==> config.mk <==
export PLATFORM = sky130hd
export DESIGN_NAME = pattern_scan_arbiter
export DESIGN_NICKNAME = d
export VERILOG_FILES = /design/src/rtl/pattern_scan_arbiter.sv
export SDC_FILE = /design/constraint.sdc
export NUM_CORES = 1
export LEC_CHECK = 0
export ABC_CLOCK_PERIOD_IN_PS = 3500
export BUFFER_PORTS_ARGS = -buffer_cell sky130_fd_sc_hd__buf_2
export CAP_MARGIN = 20
export CELL_PAD_IN_SITES_DETAIL_PLACEMENT = 1
export CELL_PAD_IN_SITES_GLOBAL_PLACEMENT = 1
export CORE_ASPECT_RATIO = 0.5
export CORE_UTILIZATION = 44
export CTS_CLUSTER_SIZE = 20
export DETAILED_ROUTE_END_ITERATION = 7
export PLACE_DENSITY = 0.87
export RECOVER_POWER = 25
export SLEW_MARGIN = 25
export SYNTH_ARGS = -nofsm -noshare
export SYNTH_HDL_FRONTEND = slang
export SYNTH_SLANG_ARGS = --single-unit
export TNS_END_PERCENT = 20
==> constraint.sdc <==
create_clock -name clock -period 3.5 [get_ports clock]
set_input_delay 0.35 -clock clock [delete_from_list [all_inputs] [get_ports clock]]
set_output_delay 0.35 -clock clock [all_outputs]
set_load 0.05 [all_outputs]
==> src/rtl/pattern_scan_arbiter.sv <==
// rtl/pattern_scan_arbiter.sv - round-robin shared serial "001"/"111" pattern-scan engine
module pattern_scan_arbiter #(
  parameter int W  = 10,
  parameter int CW = 4
) (
  input  logic          clock,
  input  logic          reset,
  input  logic [1:0]    req,
  input  logic [W-1:0]  data0,
  input  logic [W-1:0]  data1,
  output logic          busy,
  output logic          grant_id,
  output logic          done,
  output logic [CW-1:0] cnt_rise,
  output logic [CW-1:0] cnt_ones,
  output logic          serial_o,
  output logic [1:0]    detect_o
);

  localparam int IW = (W > 2) ? $clog2(W) : 2;
  localparam logic [IW-1:0] LAST_IDX = IW'(W - 1);

  typedef enum logic [1:0] {IDLE, SHIFT, DONE} state_t;

  state_t        state, state_nx;
  logic [W-1:0]  sr, sr_nx;
  logic [2:0]    hist, hist_nx;
  logic [IW-1:0] idx, idx_nx;
  logic          last, last_nx;
  logic          busy_nx, grant_nx, done_nx, serial_nx;
  logic [CW-1:0] rise_nx, ones_nx;
  logic [1:0]    detect_nx;
  logic          b, win;
  logic [2:0]    h;

  // last starts at 1 so requester 0 wins the first tie after reset
  always_ff @(posedge clock or posedge reset) begin
    if (reset) begin
      state    <= IDLE;
      sr       <= '0;
      hist     <= '0;
      idx      <= '0;
      last     <= 1'b1;
      busy     <= 1'b0;
      grant_id <= 1'b0;
      done     <= 1'b0;
      cnt_rise <= '0;
      cnt_ones <= '0;
      serial_o <= 1'b0;
      detect_o <= 2'b00;
    end else begin
      state    <= state_nx;
      sr       <= sr_nx;
      hist     <= hist_nx;
      idx      <= idx_nx;
      last     <= last_nx;
      busy     <= busy_nx;
      grant_id <= grant_nx;
      done     <= done_nx;
      cnt_rise <= rise_nx;
      cnt_ones <= ones_nx;
      serial_o <= serial_nx;
      detect_o <= detect_nx;
    end
  end

  always_comb begin
    state_nx = state;
    case (state)
      IDLE:    if (req != 2'b00) state_nx = SHIFT;
      SHIFT:   if (idx == LAST_IDX) state_nx = DONE;
      DONE:    state_nx = IDLE;
      default: state_nx = IDLE;
    endcase
  end

  always_comb begin
    sr_nx     = sr;
    hist_nx   = hist;
    idx_nx    = idx;
    last_nx   = last;
    busy_nx   = busy;
    grant_nx  = grant_id;
    done_nx   = done;
    rise_nx   = cnt_rise;
    ones_nx   = cnt_ones;
    serial_nx = serial_o;
    detect_nx = detect_o;
    b         = sr[W-1];
    h         = {hist[1:0], sr[W-1]};
    win       = (req == 2'b11) ? ~last : req[1];
    case (state)
      IDLE: begin
        if (req != 2'b00) begin
          sr_nx    = win ? data1 : data0;
          hist_nx  = 3'b000;
          idx_nx   = '0;
          rise_nx  = '0;
          ones_nx  = '0;
          busy_nx  = 1'b1;
          grant_nx = win;
          last_nx  = win;
        end
      end
      SHIFT: begin
        hist_nx   = h;
        sr_nx     = sr << 1;
        serial_nx = b;
        idx_nx    = idx + 1'b1;
        if (h == 3'b001) begin
          detect_nx = 2'b10;
          rise_nx   = cnt_rise + 1'b1;
        end else if (h == 3'b111) begin
          detect_nx = 2'b01;
          ones_nx   = cnt_ones + 1'b1;
        end else begin
          detect_nx = 2'b00;
        end
        if (idx == LAST_IDX) done_nx = 1'b1;
      end
      DONE: begin
        done_nx   = 1'b0;
        busy_nx   = 1'b0;
        detect_nx = 2'b00;
      end
      default: ;
    endcase
  end

endmodule

After elaboration in Yosys (flattened, before gate mapping):

Index checks and enable logic that the tools add are counted.

* register bits: 33
* input port bits: 24
* output and inout bits: 14
* word-level logic and storage cells: 62

* $add $sub $neg: 3
* eq/ne operators: 11
* mux-type cells: 23
* bitwise operators: 1
* reduce and logical (&&, ||, !) cells: 12

Operators by type and width (count)
* $pmux W4 S2: 3
* $mux W10: 2
* $pmux W10 S2: 1
* $mux W4: 4
* $add A4 B1 Y4 const B: 3
* $pmux W2 S2: 3
* $ne A2 B2 Y1 const B: 5
* $reduce_and A2 Y1: 5
* $mux W2: 4
* $reduce_bool A2 Y1: 4
* $eq A2 B2 Y1 const B: 2
* $eq A4 B4 Y1 const B: 1
* $mux W1: 4
* $pmux W1 S2: 2
* $reduce_and A4 Y1: 1
* $eq A3 B1 Y1 const B: 1
* $eq A3 B3 Y1 const B: 1
* $reduce_and A3 Y1: 1
* $eq A2 B1 Y1 const B: 1
* $logic_not A2 Y1: 1
* $not A1 Y1: 1

Longest topological paths before layout:

Gate-level depths: netlist (run 1).

* word-level depth: 5
* gate-level depth with buffers: 8
* gate-level depth less buffers: 6

Worst setup path before layout (run 1):

Ideal clock, no wire load.

* path type: register to register
* start point: register state[0]
* end point: register cnt_ones[0]
* setup time: 128 ps
* arrival: 1783 ps
* required time: 3372 ps
* path slack: 1590 ps
* cell stages (with the launch flop): 8
* buffers on the path: 1
* period minus slack after synthesis: 1910 ps
* cell sequence: dfrtp_1 inv_1 ha_1 buf_2 nor3b_1 nor2_1 nand3_1 mux2_1

* word-level cells in the longest chain between the ends: 3
* elaborated cells between the ends (all ways): 8
* classes of those cells: eq/ne (4); mux (1); reduce/logical (3)

RTL lines
* start, declared: line 25 `state_t state, state_nx;`
* start signal, assigned: line 52 `state <= state_nx;`
* $eq A2 B1 Y1 or $logic_not A2 Y1 (tied branches): line 92 `case (state)`
* $ne A2 B2 Y1 (no line) or $reduce_bool A2 Y1 (tied branches)
* $reduce_and A4 Y1 (no line)
* end signal, assigned: line 61 `cnt_ones <= ones_nx;`
* end, declared: line 15 `output logic [CW-1:0] cnt_ones,`

Several ways; a longest one is shown, not always the timed one.
A chain may end at the register's enable or synchronous reset.

Worst setup path after layout (run 1):

Ends and elaborated chain as after synthesis.

==> results.md, run 1 <==
- Layout Nets: between 200 and 300
- Min Clock Period, post-route: between 2 and 2.5 ns
- Worst path top cell family by delay: simple AND/OR/NAND/NOR gates
- Hold depth: 2
- Slowest cell delay on critical path: 0.62 ns
- Hold_buf cts: 0
- # Post-CTS Setup Buffers: 0
- Final setup fails: 0
- First drt pass iteration count: 4
- Fin. Hold Viols: 0
- Mean Syn Cell Area: approximately 10 um2
- Sequential share of the synthesized area: 0.4661
- Share of post-route cells with drive strength above 1: 0.2670
- Nature of the critical path endpoint: flop
- Clock root cell: clkbuf_8
- CP max FO: 10
- Vias per cell: around 5.3
- Final Cycle Share: 0.6952
- Initial antenna violation count: 0
- Worst path required time: 3.67 ns
- Peak Freq: ~410 MHz
- CTS tree: built
- Antenna-violating nets left: 0
- Top cells by count, synth: 32 x dfrtp_1, 29 x nand2_1, 19 x o21ai_1
- RSZ-0062 raised after global routing: no
- Net count after synthesis: 214
- # rows: 15
- FF-to-FF path depth: 6
- Die area: 4305 um2
- Fin Clk Skew: 0.006875 ns
- Total grt overflow: 0
- Core area: 3641 um2
- Avg WL per Cell: roughly 16 um
- Post-Synthesis Cells: about 180
- Synth area leader: dfrtp_1
- Status: finished, violations left
- Design area: between 2000 and 2500 um2
- Max cap viols: 1
- Clock tree buffer depth: 2
- Die Span Y: about 47 um
- WS Path Type: reg -> reg
- First-pass GRT wire length: just under 7000 um
- Leakage: approximately 1.1 nW
- GP Congestion: around 0.73
- Crit start category: flop
- WHS Endpoint: last$_DFFE_PP1P_
- Routed WL: 4228 um
- Critical-path top delay cell: nor3b_1
- FF+latch count, synth: 33
- # diodes: 0
- Yosys Warn Count: 0
- Resize count post-CTS: 0
- Via Count: around 1400
- Worst EP arrival: between 2 and 3 ns
- Number of synthesized flops with an enable pin: 0
- IO Port Bufs: 37
- Number of distinct library cells after synthesis: 39
- HPWL Detailed: about 3000 um
- Boundary Pins: 38
- Vias in the first global route: between 1000 and 1500
- R2r endpoint: cnt_ones[0]$_DFFE_PP0P_
- Inserted Clock Buffers: 5
- Clock sink total: 33
- Worst-path clk slew: ~0.070 ns
- Cell Area, Synth: between 1500 and 2000 um2
- Async SR Flop Fraction: 1.000
- Slew @ Worst Pin: approximately 1.8 ns
- Setup TNS: 0 ns
- Hold path startpoint: req[0]
- Hold crit path type: in -> reg
- Share of the synthesized area in the top cell type: 0.4513
- Critical path depth in cells: 6
- Failing checks: capacitance limit, slew limit
- P per Cell Area: a little under 900 nW/um2
- Top-count cell post-synth: dfrtp_1
- Largest net degree at the start of global routing: 34
- Layout area overhead: 17.77%
- Die W: about 90 um
- Worst R2R Start: state[0]$_DFFE_PP0P_
- Reg2Reg Setup Slack: 1.07 ns
- DRT iter0 DRCs: between 60 and 70
- Primary FF master, synth: dfrtp_1
- Worst skew pair latency: around 0.29 ns
- Pins over their slew limit: 34
- Post-Place Cell Area: approximately 2000 um2
- Tot GR Track Use: 0.2185
- Remaining DRCs: 0
- # H-tree levels: 2
- Worst vdd ir: 0.3496 mV
- Synth area leaders: dfrtp_1 45%, ha_1 6.3%, mux2i_1 6.2%
- Worst path cell trace: inv_1 > ha_1 > nor3b_1 > nor2_1 > nand3_1 > mux2_1
- Slew HR: -0.2132
- CP Buf/Inv Count: 1
- Initial Util: 0.4873
-- through the flow --
stage | worst slack, ns | total power (W) | hold slack, ns | cells | util
2_1_floorplan | 1.590 | 0.001342 | 0.4129 | 181 | -
5_1_grt | 0.9143 | 0.002010 | 0.3366 | 272 | 0.5739
6_report | 1.067 | 0.001866 | 0.3262 | 272 | 0.5739
4_1_cts | 1.148 | 0.001879 | 0.1658 | 272 | 0.5739
3_5_place_dp | 1.186 | 0.001594 | 0.4688 | 264 | 0.5512
3_3_place_gp | 1.413 | 0.001526 | 0.4562 | 264 | 0.5512
-- cells in the final DEF, fill, tap and decap left out, drive strengths merged, types with 3 or more instances in the layout --
| master | instances |
|---|---|
| mux2 | 12 |
| clkbuf | 7 |
| dfrtp | 32 |
| mux2i | 11 |
| buf | 38 |
| a21oi | 3 |
| inv | 9 |
| nor2 | 11 |
| nand2 | 29 |
| nand3 | 4 |
| ha | 9 |
| o21ai | 22 |
| o22ai | 3 |
-- worst reg2reg max path: cells and delay by family, from the launching register on --
kind	cells	cell delay [ns]
simple gates	3	1.04
fa+ha+maj	1	0.38
buf+inv	1	0.14
mux	1	0.35
flops	1	0.41
-- final cells by class --
class                           instances  area (um2)
Timing Repair Buffer                   39       196.4
Inverter                                9       33.78
Tap cell                               51       63.81
Sequential cell                        33       827.0
Fill cell                             441        1551
Clock buffer                            6       72.57
Multi-Input combinational cell        132       885.9
Clock inverter                          2       10.01
-- how the worst max path moves through the flow --
stage	startpoint	endpoint	slack (ns)
floorplan	state[0]$_DFFE_PP0P_	cnt_ones[0]$_DFFE_PP0P_	1.59
global placement	state[0]$_DFFE_PP0P_	cnt_ones[0]$_DFFE_PP0P_	1.41
detailed placement	state[0]$_DFFE_PP0P_	cnt_ones[0]$_DFFE_PP0P_	1.19
CTS	state[0]$_DFFE_PP0P_	cnt_ones[0]$_DFFE_PP0P_	1.15
global route	state[0]$_DFFE_PP0P_	cnt_ones[0]$_DFFE_PP0P_	0.91
finish	state[0]$_DFFE_PP0P_	cnt_ones[0]$_DFFE_PP0P_	1.07
-- registers in the layout, summed over array words and instances, names as in the netlist --
name      cells
serial_o      1
detect_o      2
last          1
state         2
busy          1
cnt_rise      4
idx           4
cnt_ones      4
sr           10
done          1
grant_id      1
hist          2
-- report_power, final --
part	total (W)	leakage [nW]	internal, W	switching (W)
combinational	0.000948	0.586	0.000317	0.000631
clock	0.000276	0.0450	0.000138	0.000139
sequential	0.000642	0.425	0.000530	0.000112
total	0.00187	1.06	0.000985	0.000882
-- cells by family (layout without fill, tap and decap cells) --
family,after synthesis,count (layout),share of synthesized area
muxes,23,23,0.1382
xor gates and xnor gates,2,2,0.009875
and+or+nand+nor,61,61,0.1622
buffers and inverters,16,56,0.03667
adders and majority gates,9,9,0.06347
AOI/OAI and AO/OA,37,37,0.1234
DFF,33,33,0.4662
-- routing by layer --
| metal | share of wire | GRT usage | vias to the layer above | wire length (um) |
|---|---|---|---|---|
| met5 | 0 | 0 | - | 0 |
| met4 | 0.012 | 0.1156 | 0 | 52 |
| met3 | 0.031 | 0.04854 | 7 | 132 |
| met2 | 0.49 | 0.3759 | 28 | 2081 |
| met1 | 0.46 | 0.2736 | 705 | 1961 |
| li1 | - | - | 699 | - |
No activity file was read; power rests on OpenSTA's default activity.
==> run 2, diff against run 1 <==
--- a/config.mk
+++ b/config.mk
@@ -5,16 +5,16 @@
 export SDC_FILE = /design/constraint.sdc
 export NUM_CORES = 1
 export LEC_CHECK = 0
-export ABC_CLOCK_PERIOD_IN_PS = 3500
+export ABC_CLOCK_PERIOD_IN_PS = 2300
 export BUFFER_PORTS_ARGS = -buffer_cell sky130_fd_sc_hd__buf_2
 export CAP_MARGIN = 20
 export CELL_PAD_IN_SITES_DETAIL_PLACEMENT = 1
 export CELL_PAD_IN_SITES_GLOBAL_PLACEMENT = 1
 export CORE_ASPECT_RATIO = 0.5
-export CORE_UTILIZATION = 44
+export CORE_UTILIZATION = 41
 export CTS_CLUSTER_SIZE = 20
 export DETAILED_ROUTE_END_ITERATION = 7
-export PLACE_DENSITY = 0.87
+export PLACE_DENSITY = 0.82
 export RECOVER_POWER = 25
 export SLEW_MARGIN = 25
 export SYNTH_ARGS = -nofsm -noshare
==> constraint.sdc (replaced) <==
create_clock -name clock -period 2.3 [get_ports clock]
set_input_delay 0.23 -clock clock [delete_from_list [all_inputs] [get_ports clock]]
set_output_delay 0.23 -clock clock [all_outputs]
set_load 0.05 [all_outputs]
==> run 2 against run 1 <==
  * The flow still finishes with violations (capacitance limit, slew limit)
  * Global-route usage decreased by 0.25 points
  * Register-to-register slack worse by 0.85 ns
  * Design area up 2.0%
  * Maximum frequency increased by 17%
  * Non-clock buffer count up 5
  * Core utilization fell by 4.4 points
  * Wire length rose by 3.2%
  * Sequential share of layout area decreased by 0.77 points
  * Critical endpoint is now cnt_ones[3]$_DFFE_PP0P_
==> results.md, run 2 (synthesized netlist as in run 1, its figures left out) <==
- Placed Cells: around 270
- RSZ-0062 raised after global routing: no
- Slew HR: -0.2070
- Fin. Hold Viols: 0
- Worst EP arrival: between 2 and 2.5 ns
- Failing checks: capacitance limit, slew limit
- Max cap viols: 1
- Most frequent cells in the layout: 37 x buf_2, 32 x dfrtp_1, 29 x nand2_1, 19 x o21ai_1
- Post-Place Cell Area: a little over 2000 um2
- Layout Nets: roughly 260
- Inserted Clock Buffers: 5
- Setup TNS: 0 ns
- HPWL Detailed: 3276 um
- # H-tree levels: 2
- Final WS setup: 0.2189 ns
- Initial Util: 0.4409
- Fillers: 499
- Worst path required time: ~2.5 ns
- Clock share of power: 0.153
- Worst path cell trace: inv_1 > ha_1 > o21ai_1 > a211oi_1 > nor2_1 > mux2_2
- Slowest cell delay on critical path: 0.47 ns
- Worst skew pair latency: between 0.2 and 0.3 ns
- Worst-path clk slew: about 0.080 ns
- # Post-CTS Setup Buffers: 0
- Pins over their slew limit: 34
- Crit start category: flop
- # rows: 16
- Initial antenna violation count: 0
- Worst path top cell family by delay: compound AO/OA/AOI/OAI gates
- Die W: 95.03 um
- GR peak layer: met2
- Worst vdd ir: between 0.4 and 0.5 mV
- Worst R2R Start: state[0]$_DFFE_PP0P_
- Clock root cell: clkbuf_8
- WS Path Type: reg -> reg
- Resize count post-CTS: 0
- Boundary Pins: 38
- Fin cells: 280
- Nature of the critical path endpoint: flop
- Layout area overhead: 20.10%
- Logic pwr share: 0.506
- Total grt overflow: 0
- Antenna-violating nets left: 0
- Hold crit path type: in -> reg
- Share of post-route cells with drive strength above 1: 0.2832
- Place WS: 0.2378 ns
- Net Sw Power: roughly 0.0013 W
- Die Span Y: about 49 um
- M2 GR Usage: 0.3681
- Peak Freq: 480.5 MHz
- Commonest non-fill, non-tap cell in the layout: buf_2
- Design area: about 2100 um2
- DRT iter0 DRCs: 54
- Hold path startpoint: req[0]
- Remaining DRCs: 0
- Top reg by flops: sr
- CP max FO: 10
- Internal: approximately 0.0015 W
- First-pass GRT wire length: between 7000 and 8000 um
- CP Buf/Inv Count: 1
- Sequential share of power: 0.340
- Avg WL per Cell: 15.59 um
- Critical-path top delay cell: a211oi_1
- Vias in the first global route: around 1600
- Largest register FFs: 10
- GP Congestion: 0.7547
- Met3 usage: 0.04874
- Final Cycle Share: 0.9048
- Grt met1 use: 0.2730
- Hold_buf cts: 0
- Slew @ Worst Pin: 1.811 ns
- Sw frac: 0.4686
- Largest net degree at the start of global routing: 34
- Routed WL: 4365 um
- Via Count: around 1400
- Worst Setup SP: state[0]$_DFFE_PP0P_
- Core area: between 4000 and 5000 um2
- Fin Clk Skew: about 0.0099 ns
- Min Clock Period, post-route: ~2.1 ns
- First drt pass iteration count: 4
- Leakage: 1.079 nW
- Status: finished, violations left
- Final setup fails: 0
- Die area: 4610 um2
- Clock sink total: 33
- IO Port Bufs: 37
- Vias per cell: 5.136
- # diodes: 0
- Clock tree buffer depth: 2
- CTS tree: built
- Tot GR Track Use: 0.2161
- P per Cell Area: between 1000 and 1500 nW/um2
[run 2: path summary, 6_finish.rpt]
check / end / slack (ns) / cells after the start
setup / recovery: cnt_ones[3]$_DFFE_PP0P_ / 0.22 / 6
hold / removal: last$_DFFE_PP1P_ / 0.23 / 2
setup reg to reg: cnt_ones[3]$_DFFE_PP0P_ / 0.22 / 6
hold reg to reg: busy$_DFFE_PP0P_ / 0.49 / 2
max in group asynchronous: idx[0]$_DFFE_PP0P_ / 0.69 / 3
min in group asynchronous: hist[0]$_DFFE_PP0P_ / 0.57 / 3
[run 2: final cells by class]
type	instances	area, um2	share of cell area
Clock buffer	5	68.82	0.03230
Clock inverter	3	17.52	0.008221
Inverter	9	33.78	0.01585
Multi-Input combinational cell	132	882.1	0.4140
Sequential cell	33	827.0	0.3881
Tap cell	54	67.56	0.03171
Timing Repair Buffer	44	234.0	0.1098
[run 2: through the flow]
step	util	total power [W]	hold slack, ns
6_report	0.5295	0.002875	0.2285
4_1_cts	0.5305	0.002891	0.03446
3_3_place_gp	0.5090	0.002352	0.3451
3_5_place_dp	0.5090	0.002444	0.3484
5_1_grt	0.5295	0.003087	0.2217
2_1_floorplan	-	0.002043	0.2929
[run 2: metal layers]
layer / share of wire / wire length, um
met4: 0.0073 / 32
met2: 0.49 / 2147
met5: 0 / 0
met1: 0.47 / 2041
met3: 0.033 / 143
[run 2: power by group through the flow]
stage | Sequential (W) | Combinational [W] | Clock (W)
after floorplan | 0.00116 | 0.000881 | 0
after global placement | 0.000968 | 0.00138 | 0
after detailed placement | 0.000984 | 0.00146 | 0
after CTS | 0.000977 | 0.00147 | 0.000445
after global routing | 0.00100 | 0.00161 | 0.000473
final | 0.000979 | 0.00146 | 0.000441
[run 2: worst register-to-register path: stages (launching register included)]
cell,delay [ns]
dfrtp_1,0.40
inv_1,0.13
ha_1,0.37
o21ai_1,0.21
a211oi_1,0.47
nor2_1,0.12
mux2_2,0.28
